`src/rtl/xalu_seq_if.sv`:
```
// Request/result handshake bundle for xalu_seq: operands and function code in,
// accumulator and flags out, each side with its own valid/ready pair.
interface xalu_seq_if #(
   parameter int WIDTH = 8
);
   logic             in_valid;
   logic             in_ready;
   logic [3:0]       fn;
   logic [WIDTH-1:0] a;
   logic [WIDTH-1:0] b;
   logic             use_acc;
   logic             com;
   logic             out_valid;
   logic             out_ready;
   logic [WIDTH-1:0] result;
   logic             flag_c;
   logic             flag_z;
   logic             flag_nz;
   logic             flag_eq;

   modport master (
      output in_valid, fn, a, b, use_acc, com, out_ready,
      input  in_ready, out_valid, result, flag_c, flag_z, flag_nz, flag_eq
   );

   modport slave (
      input  in_valid, fn, a, b, use_acc, com, out_ready,
      output in_ready, out_valid, result, flag_c, flag_z, flag_nz, flag_eq
   );
endinterface

```
`src/rtl/xalu_seq.sv`:
```
// Registered xalu slice: WIDTH-bit accumulator, carry chain, valid/ready handshake, iterative shifts.
// Define XALU_ROTATE_EN to build ROLN/RORN (fn 13/14); without it those codes behave as NOP.
module xalu_seq #(
   parameter int WIDTH = 8
) (
   input  logic       clk,
   input  logic       rst_n,
   xalu_seq_if.slave  bus
);
   localparam int SW = $clog2(WIDTH);

   typedef enum logic [3:0] {
      FN_ADD  = 4'd0,  FN_ADC  = 4'd1,  FN_SUB  = 4'd2,  FN_SBC  = 4'd3,
      FN_AND  = 4'd4,  FN_OR   = 4'd5,  FN_XOR  = 4'd6,  FN_PASA = 4'd7,
      FN_PASB = 4'd8,  FN_SHL1 = 4'd9,  FN_SHR1 = 4'd10, FN_SHLN = 4'd11,
      FN_SHRN = 4'd12, FN_ROLN = 4'd13, FN_RORN = 4'd14, FN_NOP  = 4'd15
   } fn_e;

   typedef enum logic {IDLE = 1'b0, SHIFT = 1'b1} state_e;

   state_e           state;
   logic [SW-1:0]    count;
   logic [WIDTH-1:0] sh_reg;
   fn_e              sh_fn;
   logic             sh_com;
   logic             sh_eq;

   logic [WIDTH-1:0] result_q;
   logic             flag_c_q, flag_z_q, flag_nz_q, flag_eq_q, out_valid_q;

   logic [WIDTH-1:0] op_a, op_b, raw, stored, sh_next, fin;
   logic [WIDTH:0]   sum;
   logic [SW-1:0]    n;
   logic             raw_c, arith, upd, iter_fn, start, ready, accept, last, done, sh_out;

   assign ready  = (state == IDLE) & (~out_valid_q | bus.out_ready);
   assign accept = bus.in_valid & ready;
   assign last   = (state == SHIFT) && (count == SW'(1));
   assign done   = (accept & ~start) | last;
   assign stored = bus.com ? ~raw : raw;
   assign fin    = sh_com ? ~sh_next : sh_next;

   // NOTE: every signal gets a default at the top of the block so no path leaves
   // it unassigned; a missing default would infer a latch.
   always_comb begin
      op_a    = bus.use_acc ? result_q : bus.a;
      op_b    = bus.b;
      n       = bus.b[SW-1:0];
      sum     = '0;
      raw     = result_q;
      raw_c   = flag_c_q;
      arith   = 1'b0;
      upd     = 1'b1;
      iter_fn = 1'b0;
      start   = 1'b0;
      case (fn_e'(bus.fn))
         FN_ADD: begin arith = 1'b1; sum = {1'b0, op_a} + {1'b0, op_b}; end
         FN_ADC: begin arith = 1'b1; sum = {1'b0, op_a} + {1'b0, op_b} + {{WIDTH{1'b0}}, flag_c_q}; end
         FN_SUB: begin arith = 1'b1; sum = {1'b0, op_a} + {1'b0, ~op_b} + {{WIDTH{1'b0}}, 1'b1}; end
         FN_SBC: begin arith = 1'b1; sum = {1'b0, op_a} + {1'b0, ~op_b} + {{WIDTH{1'b0}}, flag_c_q}; end
         FN_AND:  raw = op_a & op_b;
         FN_OR:   raw = op_a | op_b;
         FN_XOR:  raw = op_a ^ op_b;
         FN_PASA: raw = op_a;
         FN_PASB: raw = op_b;
         FN_SHL1: begin raw = {op_a[WIDTH-2:0], flag_c_q}; raw_c = op_a[WIDTH-1]; end
         FN_SHR1: begin raw = {flag_c_q, op_a[WIDTH-1:1]}; raw_c = op_a[0]; end
         FN_SHLN, FN_SHRN: iter_fn = 1'b1;
         FN_ROLN, FN_RORN: begin
`ifdef XALU_ROTATE_EN
            iter_fn = 1'b1;
`else
            upd = 1'b0;
`endif
         end
         default: upd = 1'b0;
      endcase
      if (arith) begin
         raw   = sum[WIDTH-1:0];
         raw_c = sum[WIDTH];
      end
      // A zero count completes at once with A passed through and carry untouched.
      if (iter_fn) begin
         raw = op_a;
         if (n != '0) begin
            upd   = 1'b0;
            start = 1'b1;
         end
      end
   end

   always_comb begin
      sh_next = sh_reg;
      sh_out  = 1'b0;
      case (sh_fn)
         FN_SHLN: begin sh_next = {sh_reg[WIDTH-2:0], 1'b0}; sh_out = sh_reg[WIDTH-1]; end
         FN_SHRN: begin sh_next = {1'b0, sh_reg[WIDTH-1:1]}; sh_out = sh_reg[0]; end
`ifdef XALU_ROTATE_EN
         FN_ROLN: begin sh_next = {sh_reg[WIDTH-2:0], sh_reg[WIDTH-1]}; sh_out = sh_reg[WIDTH-1]; end
         FN_RORN: begin sh_next = {sh_reg[0], sh_reg[WIDTH-1:1]}; sh_out = sh_reg[0]; end
`endif
         default: ;
      endcase
   end

   // NOTE: state is updated with non-blocking assignments so every register
   // samples the pre-edge values regardless of statement order.
   always_ff @(posedge clk or negedge rst_n) begin
      if (!rst_n) begin
         state       <= IDLE;
         count       <= '0;
         sh_reg      <= '0;
         sh_fn       <= FN_NOP;
         sh_com      <= 1'b0;
         sh_eq       <= 1'b0;
         result_q    <= '0;
         flag_c_q    <= 1'b0;
         flag_z_q    <= 1'b1;
         flag_nz_q   <= 1'b0;
         flag_eq_q   <= 1'b0;
         out_valid_q <= 1'b0;
      end else begin
         case (state)
            IDLE: begin
               if (accept && start) begin
                  state  <= SHIFT;
                  count  <= n;
                  sh_reg <= op_a;
                  sh_fn  <= fn_e'(bus.fn);
                  sh_com <= bus.com;
                  sh_eq  <= (op_a == op_b);
               end else if (accept && upd) begin
                  result_q  <= stored;
                  flag_c_q  <= raw_c;
                  flag_z_q  <= (stored == '0);
                  flag_nz_q <= &stored;
                  flag_eq_q <= (op_a == op_b);
               end
            end
            SHIFT: begin
               sh_reg <= sh_next;
               count  <= count - SW'(1);
               // The working register stays private until the final bit moves.
               if (last) begin
                  state     <= IDLE;
                  result_q  <= fin;
                  flag_c_q  <= sh_out;
                  flag_z_q  <= (fin == '0);
                  flag_nz_q <= &fin;
                  flag_eq_q <= sh_eq;
               end
            end
         endcase
         if (done)
            out_valid_q <= 1'b1;
         else if (bus.out_ready)
            out_valid_q <= 1'b0;
      end
   end

   assign bus.in_ready  = ready;
   assign bus.out_valid = out_valid_q;
   assign bus.result    = result_q;
   assign bus.flag_c    = flag_c_q;
   assign bus.flag_z    = flag_z_q;
   assign bus.flag_nz   = flag_nz_q;
   assign bus.flag_eq   = flag_eq_q;
endmodule

```
`src/flat_wrapper.sv`:
```
// flat-port wrapper written by rule: the top's interface ports become plain ports
module xalu_seq_flat 
#(
   parameter int WIDTH = 8
)
  (clk, rst_n, bus_in_valid, bus_fn, bus_a, bus_b, bus_use_acc, bus_com, bus_out_ready, bus_in_ready, bus_out_valid, bus_result, bus_flag_c, bus_flag_z, bus_flag_nz, bus_flag_eq);
  xalu_seq_if #(.WIDTH(WIDTH)) bus_i ();
  input  logic clk;
  input  logic rst_n;
  input wire logic [$bits(bus_i.in_valid)-1:0] bus_in_valid;
  input wire logic [$bits(bus_i.fn)-1:0] bus_fn;
  input wire logic [$bits(bus_i.a)-1:0] bus_a;
  input wire logic [$bits(bus_i.b)-1:0] bus_b;
  input wire logic [$bits(bus_i.use_acc)-1:0] bus_use_acc;
  input wire logic [$bits(bus_i.com)-1:0] bus_com;
  input wire logic [$bits(bus_i.out_ready)-1:0] bus_out_ready;
  output wire logic [$bits(bus_i.in_ready)-1:0] bus_in_ready;
  output wire logic [$bits(bus_i.out_valid)-1:0] bus_out_valid;
  output wire logic [$bits(bus_i.result)-1:0] bus_result;
  output wire logic [$bits(bus_i.flag_c)-1:0] bus_flag_c;
  output wire logic [$bits(bus_i.flag_z)-1:0] bus_flag_z;
  output wire logic [$bits(bus_i.flag_nz)-1:0] bus_flag_nz;
  output wire logic [$bits(bus_i.flag_eq)-1:0] bus_flag_eq;
  assign bus_i.in_valid = bus_in_valid;
  assign bus_i.fn = bus_fn;
  assign bus_i.a = bus_a;
  assign bus_i.b = bus_b;
  assign bus_i.use_acc = bus_use_acc;
  assign bus_i.com = bus_com;
  assign bus_i.out_ready = bus_out_ready;
  assign bus_in_ready = bus_i.in_ready;
  assign bus_out_valid = bus_i.out_valid;
  assign bus_result = bus_i.result;
  assign bus_flag_c = bus_i.flag_c;
  assign bus_flag_z = bus_i.flag_z;
  assign bus_flag_nz = bus_i.flag_nz;
  assign bus_flag_eq = bus_i.flag_eq;
  xalu_seq #(.WIDTH(WIDTH)) u_core (.clk(clk), .rst_n(rst_n), .bus(bus_i));
endmodule
```
`config.mk`:
```
export PLATFORM = sky130hd
export DESIGN_NAME = xalu_seq_flat
export DESIGN_NICKNAME = d
export VERILOG_FILES = /design/src/rtl/xalu_seq_if.sv /design/src/rtl/xalu_seq.sv /design/src/flat_wrapper.sv
export SDC_FILE = /design/constraint.sdc
export NUM_CORES = 1
export LEC_CHECK = 0
export ABC_AREA = 1
export BUFFER_PORTS_ARGS = -buffer_cell sky130_fd_sc_hd__buf_2
export CAP_MARGIN = 20
export CORE_ASPECT_RATIO = 0.9
export CORE_MARGIN = 2
export CORE_UTILIZATION = 40
export CTS_BUF_LIST = sky130_fd_sc_hd__clkbuf_2
export DETAILED_ROUTE_END_ITERATION = 10
export MAX_ROUTING_LAYER = met4
export SYNTH_ARGS = -nofsm -noshare
export SYNTH_HDL_FRONTEND = slang
export SYNTH_SLANG_ARGS = --single-unit
```
`constraint.sdc`:
```
create_clock -name clk -period 5.5 [get_ports clk]
set_input_delay 1.1 -clock clk [delete_from_list [all_inputs] [get_ports clk]]
set_output_delay 1.1 -clock clk [all_outputs]
set_load 0.02 [all_outputs]
```
# Yosys cells after proc, flatten, opt, wreduce, memory -nomap -nowiden
# Cells that the tools add are included.
# word_totals
wordCells	116
ramBits	0
latchBits	0
n_memories	0
ff_bits	31
romBits	0
input_bits	26
out_inout_bits	14
# classes
addsub	6
n_eq_ne	21
n_lt_le_gt_ge	0
muxes	47
n_div	0
reduce_logical	16
shifts	0
bitwise	14
n_mul	0
# op_table
cell	n
2-to-1 mux 8 bit	9
case mux 8 bit (7 select lines)	1
case mux 8 bit (2 select lines)	3
case mux 9 bit (4 select lines)	1
equality test 4 bit, second input constant	7
2-to-1 mux 1 bit	24
NOT 8 bit	3
adder 8 x 8 -> 9 bit	2
adder 9 x 1 -> 9 bit	2
equality test 4 x 3 -> 1 bit, second input constant	4
logical NOT 8 bit	2
AND reduction 8 bit	2
case mux 1 bit (2 select lines)	7
OR reduction 13 bit	1
adder 9 x 1 -> 9 bit, second input constant	1
AND 8 bit	1
equality test 4 x 2 -> 1 bit, second input constant	2
equality test 8 bit	1
!= test 2 bit, second input constant	4
bitwise OR 8 bit	1
XOR 8 bit	1
case mux 3 bit (2 select lines)	1
equality test 4 x 1 -> 1 bit, second input constant	1
logical NOT 4 bit	1
other kinds (15)	22

# Longest topological paths before layout
# Gate-level depths: netlist of the first run.
# depth
word_depth	12
ltp_mapped	28

# Worst setup path after synthesis of the first run
# Ideal clock, no wire load.
# synth_timing
kind	in2reg
start	in bus_use_acc
end	reg u_core.flag_nz_q, in the netlist u_core.bus.flag_nz
n_path_buf	1
setup_slack_ns	1.805
t_arrival_ns	3.618
stages	23
path_cell_list	buf_2 > inv_1 > nand2_1 > nand2_1 > ha_1 > inv_1 > fa_1 > inv_1 > nand2_1 > nand2_1 > ha_1 > nand2_1 > a31oi_1 > nand2_1 > nand3_1 > nand3_1 > nor2_1 > nand2_1 > nor2_1 > nand2_1 > nor2_1 > nand2_1 > a21oi_1
# synth_via
elab_chain_len	12
# synth_lines
item	line_no	source
from (decl)	flat_wrapper.sv:14	input wire logic [$bits(bus_i.use_acc)-1:0] bus_use_acc;
2-to-1 mux 8 bit *	xalu_seq.sv:46	op_a = bus.use_acc ? result_q : bus.a;
adder 8 x 8 -> 9 bit (on tied branches)	-	
adder 9 x 1 -> 9 bit (on tied branches)	xalu_seq.sv:60, xalu_seq.sv:58, xalu_seq.sv:59	
case mux 9 bit (4 select lines)	xalu_seq.sv:56	case (fn_e'(bus.fn))
2-to-1 mux 8 bit	xalu_seq.sv:78	if (arith) begin
2-to-1 mux 8 bit *	xalu_seq.sv:83	if (iter_fn) begin
NOT 8 bit	xalu_seq.sv:40	assign stored = bus.com ? ~raw : raw;
2-to-1 mux 8 bit *	xalu_seq.sv:40	
AND reduction 8 bit *	xalu_seq.sv:136	flag_nz_q <= &stored;
2-to-1 mux 1 bit *	xalu_seq.sv:132	end else if (accept && upd) begin
2-to-1 mux 1 bit *	xalu_seq.sv:125	if (accept && start) begin
case mux 1 bit (2 select lines) *	xalu_seq.sv:123	case (state)
to (signal assigned)	xalu_seq.sv:136	
to (signal assigned)	xalu_seq.sv:149	flag_nz_q <= &fin;
to (decl)	xalu_seq.sv:29	logic flag_c_q, flag_z_q, flag_nz_q, flag_eq_q, out_valid_q;
# Every way passes the cells marked *; elsewhere a longest branch is shown, timed or not. The select of a mux whose other input is x is not followed.
# A chain may end at the register's enable or synchronous reset.

# Worst setup path after layout of the first run
# layout_timing
start	in bus_use_acc
end	reg u_core.flag_z_q, in the netlist u_core.bus.flag_z
# layout_via
elab_chain_len	12
# layout_lines
item	line_no	source
2-to-1 mux 8 bit *	xalu_seq.sv:46	
adder 8 x 8 -> 9 bit (on tied branches)	-	
adder 9 x 1 -> 9 bit (on tied branches)	xalu_seq.sv:60, xalu_seq.sv:58, xalu_seq.sv:59	
case mux 9 bit (4 select lines)	xalu_seq.sv:56	
2-to-1 mux 8 bit	xalu_seq.sv:78	
2-to-1 mux 8 bit *	xalu_seq.sv:83	
NOT 8 bit	xalu_seq.sv:40	
2-to-1 mux 8 bit *	xalu_seq.sv:40	
logical NOT 8 bit *	xalu_seq.sv:135	flag_z_q <= (stored == '0);
2-to-1 mux 1 bit *	xalu_seq.sv:132	
2-to-1 mux 1 bit *	xalu_seq.sv:125	
case mux 1 bit (2 select lines) *	xalu_seq.sv:123	
to (signal assigned)	xalu_seq.sv:135	
to (signal assigned)	xalu_seq.sv:148	flag_z_q <= (fin == '0);
to (decl)	xalu_seq.sv:29	
# Marks and branches as above.

==> out/metrics.yaml, run 1 <==
outcome:
  run_status: "complete, no violations"
floorplanning:
  die-area_um2: 11800
  io_pins: 40
  die_x_um: 114
  die_h_um: 103
  core_area_um2: 10700
  initial_utilization_pct: 40.7
  fp-row-count: 36
power:
  net-switching-power_w: 0.00116
  pwr-share-seq_pct: 23.6
  clkPwrFrac_pct: 5.9
  switching_share_pct: 58.4
  vdd_ir_drop_max_uv: 184
  p_total_w: 0.00198
  leakage_nw: 2.61
  internal-power_w: 0.000824
  p_comb_share_pct: 70.5
  powerDensity_nw_per_um2: 421
clock_network:
  clkSinkCount: 31
  ctsHoldBuffers: 0
  postCtsSetupRepairBufs: 0
  root_buffer: "clkbuf_2"
  clk_latency_ps: 380
  numCtsBuffers: 5
  h-tree-depth: 2
  cts.clk_slew.worst_paths_ps: 180
  clk_path_buf_depth: 2
  ctsResizeCount: 0
  cts_tree: "built"
route:
  vias: 5305
  drt-initial-drc-count: 716
  firstDrtPassIters: 8
  wl_per_cell_um: 16.9
  ant_nets: 0
  post-route-drc-count: 0
  via_per_inst: 5.68
  drt-total-wl_mm: 15.8
hold_path:
  hold_class: "flop to flop"
critical_path:
  critical_path.top_delay_family: "simple AND/OR/NAND/NOR gates"
  crit_path_top_delay_cell: "ha_1"
  critPathBufInv: 5
  crit_type: "input port to flop"
  crit_fanout: 11
  cpPeakStageDelay_ps: 560
  crit_required_ps: 5820
  cp-end-kind: "flop"
  path_cells: "buf_2 > inv_1 > nand2_1 > nand2_1 > inv_1 > ha_1 > inv_1 > a21oi_1 > nand2_1 > nand2_1 > nand3_1 > nand2_1 > nand3_1 > inv_1 > nand2_1 > nand3_1 > nand2_1 > nand2_1 > nand2_1 > nand2_1 > nand2_1 > nor2_1 > nand3_1 > a21oi_1"
  start_kind: "input port"
  cpMostUsedCell: "nand2_1"
  arrival_ps: 4620
placed_design:
  hpwl_mm: 12.4
  place_inst: 926
  place_ws_ps: 902
  io_buffer_count: 39
  place_congestion: 0.983
timing:
  setup_viol: 0
  fin_crit_sh_pct: 78.1
  final_period_minus_worst_setup_slack_ps: 4300
  setup_ws_ps: 1200
  drv_slew: 0
  relSlewSlack_pct: 32.0
  tightest_slew_ps: 1020
  hold_slack_ps: 500
  setup_tns_ps: 0
  clock.fmax_ghz: 0.233
  finalHoldViolCount: 0
  fin_skew_ps: 14.3
  rsz0062_at_grt: "no"
yosys:
  synth_top_area_share_pct: 23.5
  synth-seq-cells: 31
  syn_inst: 770
  ys_types: 39
  syn_area_um2: 4360
  synth_edf_count: 0
  synthTopCellsByArea: "nand2_1 (24%), dfrtp_1 (15%), nand3_1 (11%)"
  yosysWarnings: 0
  synth_area_per_cell_um2: 5.66
  ys_seq_area_share_pct: 17.9
  ys.flop_type: "dfrtp_1"
  synth.largest_area_cell: "nand2_1"
  synthArstFlopShare_pct: 100
  mappedNetlistNets: 831
grt:
  grt_max_degree: 32
  grt_pass1_wl_mm: 25.2
  grt_usage_pct: 28.2
  grt_pass1_vias: 4785
  grt_antenna_before_repair: 0
  grt_overflow_total: 0
final_layout:
  stdcell_count: 934
  fill_cells: 1202
  nNetsFinal: 861
  diodes: 0
  drive_above_1_share_pct: 8.74
  syn_to_final_growth_pct: 7.72
flow_run:
  max-cap-violations: 0
==> synthesized netlist by cell type, drive strengths merged, types with 2 or more instances <==
cell type    n
a21oi       34
o22ai       14
dfstp        5
nor2        75
fa           2
buf         10
nand2      275
nand3       94
a31oi        4
o31ai        2
ha          33
nand4       12
dfrtp       26
or2          2
o211ai       4
o221ai       9
clkbuf       9
xor2         9
inv        103
o21ai       37
nor3         2
==> layer usage <==
layer | global-route usage (%) | wire length (um) | vias up | share of wire (%)
met1 | 41.6 | 7400 | 2452 | 47
met2 | 41.1 | 6660 | 280 | 42
met4 | 3.75 | 180 | 0 | 1.1
li1 | - | - | 2559 | -
met3 | 4.76 | 1540 | 14 | 9.8
met5 | - | 0 | - | 0
==> power by group through the flow <==
stage | registers (W) | clock network [W] | logic, W
global route | 0.000485 | 0.000129 | 0.00157
floorplan | 0.000468 | 0 | 0.000986
detailed placement | 0.000470 | 0 | 0.00136
finish | 0.000467 | 0.000116 | 0.00140
global placement | 0.000467 | 0 | 0.00136
CTS | 0.000466 | 0.000117 | 0.00137
==> layout make-up <==
class | count | area [um^2] | area share [%]
clock buffer | 6 | 30.0 | 0.639
clock inverter | 2 | 8.76 | 0.186
inverter | 104 | 390 | 8.31
multi-input combinational | 616 | 3100 | 66.0
sequential | 31 | 782 | 16.6
tap | 133 | 166 | 3.54
timing repair buffer | 42 | 218 | 4.64
==> final timing paths <==
path	start	slack (ps)	end	cells past startpoint
worst max-delay path	bus_use_acc	1200	u_core.bus.flag_z	24
worst min-delay path	u_core.sh_eq	500	u_core.sh_eq	2
worst max register to register	u_core.bus.result[2]	1880	u_core.bus.flag_z	22
worst min register to register	u_core.sh_eq	500	u_core.sh_eq	2
max in group asynchronous	rst_n	4300	u_core.sh_reg[3]	1
min in group asynchronous	rst_n	740	u_core.bus.result[5]	1
==> layout by cell type, fill, tap and decap left out, types with 12 or more instances in the layout <==
cell	n
a21oi_1	34
buf_2	39
dfrtp_1	26
ha_1	33
inv_1	98
nand2_1	273
nand3_1	93
nand4_1	12
nor2_1	70
o21ai_0	34
o22ai_1	13
==> cell families after synthesis <==
| logic type | share of synthesized area [%] |
|---|---|
| AND/OR/NAND/NOR | 44.2 |
| buffers and inverters | 10.9 |
| AO/OA/AOI/OAI | 14.3 |
| adder cells (fa/ha/maj) | 10.4 |
| flip-flops | 17.9 |
| XOR/XNOR | 2.01 |
| multiplexers | 0.230 |
==> per-stage QoR <==
stage	cell area [um^2]	utilization (%)
5_1_grt	4700	43.8
2_1_floorplan	4360	-
3_5_place_dp	4660	43.5
3_3_place_gp	4660	43.5
6_report	4700	43.8
4_1_cts	4700	43.8
==> tightest hold or removal path: stages (launching register included) <==
cell and delay, ps:
dfrtp_1 380, nand2_1 50, nand2_1 50
No activity file was read; power rests on OpenSTA's default activity.
==> run 2, diff against run 1 <==
Clock period 5.5 ns to 4.4 ns, I/O delays scaled along.
==> run 2 against run 1 <==
Effect of this change: count of clock-buffer cells in the layout is 1 lower; first-iteration DRC count down 27%; critical endpoint unchanged; core utilization is 0.64 points higher; die area stayed put; clock power increased by 27%; combinational power rose by 27%; routed wire length rose by 1.7%; cell area grew 1.5%; critical path type unchanged.
==> out/metrics.yaml, run 2 (same netlist as run 1, synthesis figures left out) <==
critical_path:
  crit_path_top_delay_cell: "ha_1"
  crit_fanout: 11
  arrival_ps: 4340
  start_kind: "input port"
  cpMostUsedCell: "nand2_1"
  critical_path.top_delay_family: "simple AND/OR/NAND/NOR gates"
  path_cells: "buf_2 > inv_1 > nand2_1 > nand2_1 > inv_1 > ha_1 > inv_1 > a21oi_1 > nand2_1 > nand2_1 > nand3_1 > nand2_1 > nand3_1 > inv_1 > nand2_1 > nand3_1 > nand2_1 > nand2_1 > nand2_1 > nand2_1 > nand2_1 > nor2_1 > nand3_1 > a21oi_1"
  cp-end-kind: "flop"
  crit_type: "input port to flop"
  crit_required_ps: 4750
  cpPeakStageDelay_ps: 570
  critPathBufInv: 5
hold_path:
  hold_class: "flop to flop"
grt:
  grt_usage_pct: 28.7
  grt_pass1_wl_mm: 25.5
  grt_pass1_vias: 4858
  grt_max_degree: 32
  grt_antenna_before_repair: 0
  grt_overflow_total: 0
route:
  drt-initial-drc-count: 522
  wl_per_cell_um: 17.0
  firstDrtPassIters: 5
  post-route-drc-count: 0
  via_per_inst: 5.64
  drt-total-wl_mm: 16.0
  ant_nets: 0
  vias: 5315
flow_run:
  max-cap-violations: 0
outcome:
  run_status: "complete, no violations"
timing:
  fin_skew_ps: 23.6
  setup_viol: 0
  final_period_minus_worst_setup_slack_ps: 3990
  rsz0062_at_grt: "no"
  setup_tns_ps: 0
  drv_slew: 0
  clock.fmax_ghz: 0.251
  tightest_slew_ps: 742
  relSlewSlack_pct: 50.5
  fin_crit_sh_pct: 90.6
  setup_ws_ps: 412
  finalHoldViolCount: 0
power:
  vdd_ir_drop_max_uv: 314
  internal-power_w: 0.00105
  powerDensity_nw_per_um2: 526
  p_comb_share_pct: 70.9
  leakage_nw: 2.66
  pwr-share-seq_pct: 23.2
  net-switching-power_w: 0.00146
  clkPwrFrac_pct: 5.8
  switching_share_pct: 58.2
clock_network:
  postCtsSetupRepairBufs: 0
  cts.clk_slew.worst_paths_ps: 190
  root_buffer: "clkbuf_2"
  clk_latency_ps: 400
  clk_path_buf_depth: 2
  numCtsBuffers: 5
  cts_tree: "built"
  ctsResizeCount: 0
  ctsHoldBuffers: 0
  clkSinkCount: 31
  h-tree-depth: 2
placed_design:
  place_congestion: 1.02
  place_ws_ps: 108
  hpwl_mm: 12.8
  io_buffer_count: 39
final_layout:
  final_cell_mix: "nand2_1 (273), inv_1 (98), nand3_1 (93)"
  nNetsFinal: 870
  syn_to_final_growth_pct: 9.30
  final_common_cell: "nand2_1"
  diodes: 0
  drive_above_1_share_pct: 9.88
floorplanning:
  die_x_um: 114
  fp-row-count: 36
  core_area_um2: 10700
  initial_utilization_pct: 40.7
  die_h_um: 103
  io_pins: 40
  die-area_um2: 11800
==> run 2: cell types whose count changed in the layout (fill, tap and decap cells not counted), sizes merged <==
cell,delta
buf,+9
clkbuf,-1
clkinv,+1
==> run 2: cell type report <==
cell class	instances	area, um^2
Fill cell	1177	5950
Tap cell	133	166
Sequential cell	31	782
Clock buffer	5	25.0
Inverter	104	390
Clock inverter	3	15.0
Timing Repair Buffer	51	285
Multi-Input combinational cell	616	3100
==> run 2: power groups by stage <==
stage	logic, W	registers, W	clock network, W
after global placement	0.00172	0.000581	0
after global routing	0.00200	0.000600	0.000169
final	0.00178	0.000582	0.000147
after CTS	0.00174	0.000577	0.000155
after floorplan	0.00123	0.000584	0
after detailed placement	0.00173	0.000583	0
==> run 2: per-stage QoR <==
stage / instance area [um^2] / util [%] / std cells / hold slack (ps) / total power (W)
after global routing: 4770 / 44.5 / 943 / 508 / 0.00277
final: 4770 / 44.5 / 943 / 494 / 0.00251
after CTS: 4770 / 44.5 / 943 / 499 / 0.00247
after floorplan: 4360 / - / 770 / 442 / 0.00182
after global placement: 4730 / 44.1 / 935 / 465 / 0.00231
after detailed placement: 4730 / 44.1 / 935 / 462 / 0.00231
==> run 2: worst paths after layout <==
path | start | endpoint | slack [ps] | cells after the start
max | bus_use_acc | u_core.bus.flag_z | 410 | 24
min | u_core.sh_eq | u_core.sh_eq | 490 | 2
max reg2reg | u_core.bus.result[2] | u_core.bus.flag_z | 840 | 22
min reg2reg | u_core.sh_eq | u_core.sh_eq | 490 | 2
max in group asynchronous | rst_n | u_core.count[0] | 3400 | 1
min in group asynchronous | rst_n | u_core.bus.result[6] | 500 | 1
==> run 2: worst reg2reg max path, cell delays in order (launching register included) <==
cell and delay (ps):
dfrtp_1 420, nand2_1 70, nand2_1 260, inv_1 140, ha_1 570, inv_1 180, a21oi_1 260, nand2_1 150
nand2_1 130, nand3_1 110, nand2_1 120, nand3_1 160, inv_1 110, nand2_1 50, nand3_1 60, nand2_1 100
nand2_1 100, nand2_1 50, nand2_1 50, nand2_1 90, nor2_1 130, nand3_1 90, a21oi_1 140
==> run 2: per-layer routing <==
layer / wire [um] / track usage [%] / vias up
met3: 1580 / 5.23 / 32
li1: - / - / 2572
met2: 6680 / 41.7 / 279
met1: 7460 / 41.0 / 2432
met4: 332 / 7.32 / 0
met5: 0 / - / -
==> run 3, diff against run 2 <==
Settings changed: CORE_MARGIN 2 to 3.
==> run 3 against run 2 <==
Effect of this change: register-to-register slack improved by 120 ps; hold slack got worse by 3.4 ps; largest cell class unchanged; clock power decreased by 3%; routed wire length decreased by 5.1%; cell count decreased by 0.74%; sequential power increased by 0.9%; core utilization increased by 0.98 points.
==> out/metrics.yaml, run 3 (same netlist as run 1, synthesis figures left out) <==
hold_path:
  hold_class: "input port to async pin"
route:
  via_per_inst: 5.58
  drt-total-wl_mm: 15.2
  post-route-drc-count: 0
  ant_nets: 0
  vias: 5224
  drt-initial-drc-count: 569
  firstDrtPassIters: 6
  wl_per_cell_um: 16.3
critical_path:
  timing.reg2reg.setup_slack_ps: 960
  r2r-end: "u_core.bus.result[7]"
  rr_worst_depth: 22
  crit_fanout: 11
  crit_path_start: "bus_use_acc"
  cp-end-kind: "flop"
  crit_type: "input port to flop"
  arrival_ps: 4210
  endpoint: "u_core.bus.result[7]"
  crit_required_ps: 4730
  start_kind: "input port"
  crit-reg2reg-launch: "u_core.bus.result[2]"
clock_network:
  h-tree-depth: 2
  ctsResizeCount: 0
  numCtsBuffers: 5
  cts_tree: "built"
  clk_path_buf_depth: 2
  postCtsSetupRepairBufs: 0
  ctsHoldBuffers: 0
  root_buffer: "clkbuf_2"
  clkSinkCount: 31
  clk_latency_ps: 400
  cts.clk_slew.worst_paths_ps: 180
final_layout:
  final_cell_mix: "nand2_1 (273), inv_1 (98), nand3_1 (93)"
  fill_cells: 1155
  multi_input_area_um2: 3100
  register_area_um2: 782
  fin_util_pct: 45.4
  stdcell_count: 936
  drive_above_1_share_pct: 9.29
  diodes: 0
  final_common_cell: "nand2_1"
  nNetsFinal: 867
  syn_to_final_growth_pct: 8.61
  final_area_um2: 4740
timing:
  fin_crit_sh_pct: 88.0
  setup_viol: 0
  finalHoldViolCount: 0
  hold_slack_ps: 491
  clock.fmax_ghz: 0.258
  tightest_slew_ps: 904
  relSlewSlack_pct: 39.5
  final_period_minus_worst_setup_slack_ps: 3870
  setup_tns_ps: 0
  fin_skew_ps: 23.6
  rsz0062_at_grt: "no"
  drv_slew: 0
floorplanning:
  fp-row-count: 35
  io_pins: 40
  die-area_um2: 12200
  die_h_um: 105
  initial_utilization_pct: 41.8
  die_x_um: 116
  core_area_um2: 10400
power:
  vdd_ir_drop_max_uv: 287
  leakage_nw: 2.64
  powerDensity_nw_per_um2: 522
grt:
  grt_max_degree: 32
  grt_pass1_vias: 4742
  grt_usage_pct: 25.9
  grt_overflow_total: 0
  grt_pass1_wl_mm: 24.7
  grt_antenna_before_repair: 0
flow_run:
  max-cap-violations: 0
outcome:
  run_status: "complete, no violations"
placed_design:
  io_buffer_count: 39
  place_inst: 928
  hpwl_mm: 12.4
  postPlaceCellArea_um2: 4700
  place_congestion: 0.943
-- run 3: layout make-up --
class                   count  share of cell area (%)
flip-flops and latches     31                    16.5
inverters                 104                    8.24
multi-input cells         616                    65.5
repair buffers             48                    5.55
well taps                 129                    3.41
clock buffers               6                   0.634
clock inverters             2                   0.159
-- run 3: worst min path at each step --
stage                             from                    to  slack, ps  depth (start not counted)
final                            rst_n  u_core.bus.result[6]        490                          1
after global routing             rst_n  u_core.bus.result[2]        510                          1
after CTS                        rst_n     u_core.bus.flag_c        510                          1
after detailed placement  u_core.sh_eq          u_core.sh_eq        470                          2
after global placement    u_core.sh_eq          u_core.sh_eq        480                          2
after floorplan           u_core.sh_eq          u_core.sh_eq        440                          2
-- run 3: per-stage QoR --
step	setup slack [ps]	total power, W
after CTS	580	0.00245
final	526	0.00247
after global placement	238	0.00228
after floorplan	925	0.00182
after detailed placement	152	0.00230
after global routing	154	0.00273
-- run 3: where the power goes --
| group | switching, W | internal [W] |
|---|---|---|
| logic | 0.00118 | 0.000565 |
| registers | 0.000149 | 0.000437 |
| clock network | 0.000105 | 0.0000381 |
-- run 3: critical path, stage by stage --
cell	delay [ps]
buf_2	170
inv_1	190
nand2_1	70
nand2_1	220
inv_1	110
ha_1	540
inv_1	160
a21oi_1	230
nand2_1	150
nand2_1	130
nand3_1	110
nand2_1	130
nand3_1	150
inv_1	110
nand3_1	70
nand2_1	70
nand3_1	80
nand2_1	100
nand2_1	90
nand2_1	90
nand2_1	50
nand2_1	90
nand2_1	60
a21oi_1	150
-- run 3: metal layers --
metal | track usage (%) | vias up | routed length, um
li1 | - | 2568 | -
met1 | 40.7 | 2399 | 7470
met2 | 35.1 | 239 | 6090
met3 | 3.94 | 18 | 1490
met4 | 4.06 | 0 | 186
met5 | - | - | 0
